<file path="src/rtl/tour_cmd.sv">
// tour_cmd: passes UART commands through to cmd_proc, and during a knight's tour splits each
// one-hot L-move into a vertical leg then a horizontal leg, handshaked with cmd_proc.
module tour_cmd #(
  parameter int NUM_MOVES = 24
) (
  input  logic        clk,
  input  logic        rst_n,
  input  logic        start_tour,
  input  logic [7:0]  move,
  output logic [4:0]  mv_indx,
  input  logic [15:0] cmd_UART,
  input  logic        cmd_rdy_UART,
  output logic        clr_cmd_rdy_UART,
  output logic [15:0] cmd,
  output logic        cmd_rdy,
  input  logic        clr_cmd_rdy,
  input  logic        send_resp,
  output logic [7:0]  resp
);
  typedef enum logic [2:0] {IDLE, VERT, VERT_WAIT, HORZ, HORZ_WAIT} state_t;
  localparam logic [7:0] N = 8'h00, W = 8'h3F, S = 8'h7F, E = 8'hBF;
  state_t state, nxt;
  logic [4:0] nxt_indx;
  logic [7:0] vh, hh;
  logic [1:0] vs, hs;
  logic tour, last;
  always_ff @(posedge clk)
    if (!rst_n) begin
      state   <= IDLE;
      mv_indx <= '0;
    end else begin
      state   <= nxt;
      mv_indx <= nxt_indx;
    end
  // Lowest set bit wins when move is not one-hot.
  always_comb begin
    {vh, vs, hh, hs} = {N, 2'd2, W, 2'd1};
    priority casez (move)
      8'b???????1: {vh, vs, hh, hs} = {N, 2'd2, W, 2'd1};
      8'b??????10: {vh, vs, hh, hs} = {N, 2'd2, E, 2'd1};
      8'b?????100: {vh, vs, hh, hs} = {N, 2'd1, W, 2'd2};
      8'b????1000: {vh, vs, hh, hs} = {S, 2'd1, W, 2'd2};
      8'b???10000: {vh, vs, hh, hs} = {S, 2'd2, W, 2'd1};
      8'b??100000: {vh, vs, hh, hs} = {S, 2'd2, E, 2'd1};
      8'b?1000000: {vh, vs, hh, hs} = {S, 2'd1, E, 2'd2};
      8'b10000000: {vh, vs, hh, hs} = {N, 2'd1, E, 2'd2};
      default:     {vh, vs, hh, hs} = {N, 2'd2, W, 2'd1};
    endcase
  end
  assign last = mv_indx == 5'(NUM_MOVES - 1);
  always_comb begin
    nxt      = state;
    nxt_indx = mv_indx;
    case (state)
      IDLE:      nxt = start_tour ? VERT : IDLE;
      VERT:
        if (~|move) begin
          nxt      = IDLE;
          nxt_indx = '0;
        end else if (clr_cmd_rdy)
          nxt = VERT_WAIT;
      VERT_WAIT: nxt = send_resp ? HORZ : VERT_WAIT;
      HORZ:      nxt = clr_cmd_rdy ? HORZ_WAIT : HORZ;
      HORZ_WAIT:
        if (send_resp) begin
          nxt      = last ? IDLE : VERT;
          nxt_indx = last ? 5'd0 : mv_indx + 5'd1;
        end
      default: begin
        nxt      = IDLE;
        nxt_indx = '0;
      end
    endcase
  end
  assign tour             = state != IDLE;
  assign cmd              = !tour ? cmd_UART :
                            (state == VERT || state == VERT_WAIT) ? {4'h4, vh, 2'b00, vs} :
                            {4'h5, hh, 2'b00, hs};
  assign cmd_rdy          = !tour ? cmd_rdy_UART : (state == VERT && |move) || state == HORZ;
  assign clr_cmd_rdy_UART = !tour && clr_cmd_rdy;
  assign resp             = (tour && !(state == HORZ_WAIT && last)) ? 8'h5A : 8'hA5;
endmodule

</file>
<file path="config.mk">
export PLATFORM = sky130hd
export DESIGN_NAME = tour_cmd
export DESIGN_NICKNAME = d
export VERILOG_FILES = /design/src/rtl/tour_cmd.sv
export SDC_FILE = /design/constraint.sdc
export NUM_CORES = 1
export LEC_CHECK = 0
export CORE_UTILIZATION = 38
export DETAILED_ROUTE_END_ITERATION = 12
export HOLD_SLACK_MARGIN = 0.15
export PLACE_DENSITY = 0.86
export SYNTH_ARGS = -nofsm -noshare
export SYNTH_HDL_FRONTEND = slang
export SYNTH_SLANG_ARGS = --single-unit
</file>
<file path="constraint.sdc">
create_clock -name clk -period 2.87 [get_ports clk]
set_input_delay 0.574 -clock clk [delete_from_list [all_inputs] [get_ports clk]]
set_output_delay 0.574 -clock clk [all_outputs]
set_load 0.1 [all_outputs]
</file>
# == After elaboration in Yosys (flattened, before gate mapping) ==
# Cells that the tools add are included.
# classes
n_addsub,1
n_mul,0
n_div,0
magnitude_cmp,0
eq_ne,15
shifts,0
muxes,20
n_bitwise,1
n_reduce_logical,17
# op_table
operator,count
16-bit two-way mux,1
8-bit two-way mux,2
5-bit two-way mux,3
3-bit one-hot mux with 5 select lines,1
5-bit one-hot mux with 3 select lines,1
13-bit two-way mux,1
3-bit two-way mux,4
4-bit OR reduction,3
"5-bit == test, second input constant",2
"8-bit == test, second input constant",1
8-bit OR reduction,1
"7-bit == test, second input constant",1
7-bit two-way mux,1
"3-bit by 2-bit == test with 1-bit output, second input constant",2
"3-bit == test, second input constant",2
"6-bit == test, second input constant",1
"5-bit by 1-bit adder with 5-bit output, second input constant",1
"4-bit == test, second input constant",1
1-bit logical AND,4
1-bit two-way mux,4
2-bit two-way mux,2
"2-bit inequality test, second input constant",2
"3-bit by 1-bit == test with 1-bit output, second input constant",1
3-bit logical NOT,1
other kinds (9),11
# totals
reg_bits,8
latch_bits,0
mem_bits_rw,0
mem_bits_ro,0
in_bits,30
output_inout_bits,31
word_cells,56
memories,0

# == Longest topological paths before layout ==
# depth
word_depth,5
ltp_mapped,6
mapped_depth_nobuf,6

# == Worst setup path before layout ==
# Ideal clock, no wire load.
# synth_path
kind,register to output
start,reg mv_indx[0]
end,out resp[3]
arrival_time_ps,3661
required_time_ps,2296
path_slack_ps,-1365
stages_incl_launch_ff,7
n_path_buf,1
path_cell_list,dfxtp_1 ha_1 nand4b_1 nand2_1 and2_1 inv_1 buf_4
# synth_via
elab_chain_len,5
# synth_rtl
element,line_no,rtl
from (decl),10,"output logic [4:0] mv_indx,"
from (signal assigned),33,mv_indx <= nxt_indx;
5-bit == test,50,assign last = mv_indx == 5'(NUM_MOVES - 1);
1-bit logical AND,81,assign resp = (tour && !(state == HORZ_WAIT && last)) ? 8'h5A : 8'hA5;
1-bit logical NOT,81,
1-bit logical AND,81,
8-bit two-way mux,81,
to (decl),18,output logic [7:0] resp
# Every way passes these cells.

# == Worst setup path in the final report ==
# layout_path
start,in move[4]
end,out cmd[5]
# layout_via
elab_chain_len,5
word_cells_on_any_way,7
cone_classes,3 x eq/ne; 3 x mux; 1 x reduce/logical
# layout_rtl
element,line_no,rtl
from (decl),9,"input logic [7:0] move,"
"7-bit == test, or another cell as far along",38,priority casez (move)
4-bit OR reduction (no source line) *,-,
7-bit two-way mux *,38,
13-bit two-way mux *,77,"(state == VERT || state == VERT_WAIT) ? {4'h4, vh, 2'b00, vs} :"
16-bit two-way mux *,76,assign cmd = !tour ? cmd_UART :
to (decl),14,"output logic [15:0] cmd,"
# Every way passes the cells marked *; elsewhere a longest branch is shown, timed or not.

==> metrics.txt <==
outcome complete, no violations; reg2reg setup slack 1.02 ns; Starting Density 40.16%; via/cell ratio 5.681; startpoint types primary input; Synth Flop Type dfxtp_1; Net Sw Power 0.0006410 W; maximum fanout along the worst path 6; largest area contributor in the netlist dfxtp_1; Unique masters post-synth 40; root buffer cell clkbuf_4; synth warn 0; biggest cell delay along the critical path between 0.3 and 0.4 ns; global-route wire length before repair 5.319 mm; Period Utilization, post-route 97.61%; iteration-0 DRC count of the detailed router 24; largest net degree at the start of global routing 19; cts bufs inserted 3; CTS tree yes; Setup Skew 0.01242 ns; FFs w/ async S/R, synth 0%; share of layout cells above drive strength 1 a little under two fifths; top-area cell type share of the netlist area between 10% and 20%; #FFs+latches synth 8; CTS H-Tree Depth 1; Comb power frac 78.4%; Routed WL per cell 16.88 µm; vias post-DR around 1200; DRC 0; worst reg2reg path depth 4; Lkg Pwr 0.7795 nW; maximum vdd drop approximately 0.45 mV; post-synthesis sequential area ratio 18.03%; min Tclk post-route 2.801 ns; FF-to-FF Start state[0]$_SDFFE_PN0P_; final hold vios 0; clk_lat worst skew roughly 0.28 ns; average size of a mapped cell 7.465 µm²; GRT overflow 0; Sequential Power Share 11.8%; GP Congestion roughly 0.93; most frequent cells after synthesis nand2_1 (19), nor2_1 (12), dfxtp_1 (8), a21o_1 (7); # setup viols final 0; min-delay src mv_indx[4]$_SDFFE_PN0P_; CP startpoint move[4]; total die area between 2000 and 3000 µm²; required time worst endpoint 2.30 ns; fill count 150; final WL 3.494 mm; ANT nets after route 0; number of synthesized flops with an enable pin 0; PnR Total Power 0.001065 W; Slowest cell on crit path or3_1; number of antenna violations at the first check in global routing 0; most common cell in the netlist nand2_1; CTS Sinks 8; I/O pins 61; Max Freq ~360 MHz; max_cap viols 0; CP endpoint cmd[5]; Inserted Diodes 0; Syn-to-layout area delta 95.49%; IO buf count 60; clock buffer depth 2; clock share of power 9.8%; 1st-pass router iterations 4; Mapped Cells approximately 120; Final HPWL DP 2.681 mm; num rows 17; final core occ 78.51%; Worst Path Arrival approximately 2.2 ns; worst slew pin tran ~0.55 ns; CORE AREA 2212 µm²; CP Cell Sequence clkdlybuf4s15_1, nor4_4, nor4_2, buf_4, or3_1, a21boi_4, a21o_1, buf_12; total track usage roughly 29%; vias in the first global route between 1000 and 1500; reg-to-reg critical path endpoint mv_indx[2]$_SDFFE_PN0P_; Pint 0.0004236 W; sw frac 60.21%; post-synthesis net count 150; RSZ-0062 raised after global routing false; relative slew slack 63.03%; Post-Synthesis Cell Area 888.4 µm²; height of the die between 50 and 60 µm; Reg clk slew, reported paths 0.06 ns; Area contributors post-synth dfxtp_1 (18%), nand2_1 (8.0%), a21o_1 (5.9%); Final Max Tran Viols 0; min-delay worst type reg -> reg; die width 50.35 µm; Crit. End Element primary output; nets@finish ~210; crit path kind in -> out; Pwr Density just over 600 nW/µm²
-- power groups by stage --
stage / Combinational (W) / Sequential, W / Clock, W
finish: 0.000835 / 0.000126 / 0.000104
global route: 0.000854 / 0.000127 / 0.000107
CTS: 0.000829 / 0.000125 / 0.000102
detailed placement: 0.000825 / 0.000128 / 0
global placement: 0.000814 / 0.000127 / 0
floorplan: 0.000593 / 0.000117 / 0
-- cells by family after synthesis --
family                   Yosys count  synth area share [%]
AND/OR/NAND/NOR                   60                 37.32
AO/OA/AOI/OAI                     35                 29.30
flip-flops                         8                 18.03
multiplexers                       1                 1.268
adder cells (fa/ha/maj)            1                 1.408
buffers and inverters             14                 12.68
-- registers in the layout (all words and copies together) (netlist names) --
| signal | flops |
|---|---|
| mv_indx | 5 |
| state | 3 |
-- cells in the final DEF, fill, tap and decap left out, types with 2 or more instances in the layout --
| master | Yosys | layout |
|---|---|---|
| buf_4 | 6 | 21 |
| nor2b_1 | 2 | 2 |
| nand3_1 | 6 | 6 |
| nor2_1 | 12 | 11 |
| nand2_1 | 19 | 18 |
| clkdlybuf4s50_1 | 0 | 22 |
| dfxtp_1 | 8 | 3 |
| or3_1 | 2 | 2 |
| a21oi_1 | 6 | 6 |
| and3_1 | 5 | 5 |
| dlymetal6s2s_1 | 0 | 3 |
| o21ai_0 | 6 | 6 |
| a21o_1 | 7 | 7 |
| o31ai_1 | 4 | 2 |
| clkbuf_4 | 0 | 3 |
| dfxtp_2 | 0 | 2 |
| dfxtp_4 | 0 | 3 |
| dlygate4sd2_1 | 0 | 2 |
| inv_1 | 3 | 2 |
| buf_12 | 0 | 17 |
| a31oi_1 | 3 | 2 |
| o31ai_2 | 0 | 2 |
-- critical path: cells and delay by family --
family / cells / cell delay [ns]
buffers and inverters: 3 / 0.57
AO/OA/AOI/OAI: 2 / 0.39
AND/OR/NAND/NOR: 3 / 0.69
-- final cells by class --
cell class,count,area (µm²),area share (%)
repair buffers,67,788.3,45.39
multi-input cells,97,698.2,40.20
flip-flops and latches,8,173.9,10.01
well taps,28,35.03,2.017
clock buffers,4,26.28,1.513
inverters,3,15.01,0.8646
-- stage by stage --
step / hold slack (ns) / setup slack (ns) / setup TNS, ns / area, µm² / std cells
2_1_floorplan: 0.6106 / -0.05076 / -0.05076 / 965.9 / 119
3_3_place_gp: 0.4449 / -0.004779 / -0.02228 / 1657 / 201
3_5_place_dp: 0.4679 / -0.2119 / -1.273 / 1657 / 201
4_1_cts: 0.4758 / 0.04549 / 0 / 1715 / 207
5_1_grt: 0.4774 / 0.03859 / 0 / 1737 / 207
6_report: 0.4809 / 0.06868 / 0 / 1737 / 207
-- what timing repair did --
action | CTS | global route
resized for setup | 8 | 9
buffers inserted | 2 | 0
setup endpoints to repair | 8 | 9
hold buffers | 0 | 0
pin swaps | 2 | 5
-- how the worst min path moves through the flow --
stage | endpoint | slack (ns) | cells after the start
floorplan | mv_indx[0]$_SDFFE_PN0P_ | 0.61 | 1
global placement | mv_indx[4]$_SDFFE_PN0P_ | 0.44 | 1
detailed placement | mv_indx[4]$_SDFFE_PN0P_ | 0.47 | 1
CTS | mv_indx[4]$_SDFFE_PN0P_ | 0.48 | 1
global route | mv_indx[4]$_SDFFE_PN0P_ | 0.48 | 1
finish | mv_indx[4]$_SDFFE_PN0P_ | 0.48 | 1
-- per-layer routing --
layer  share of wire [%]  track usage [%]
met1                  36            27.61
met2                  52            54.44
met3                 9.1            7.879
met4                 3.0            13.89
met5                   0                0
Power figures use the tool's default switching activity.
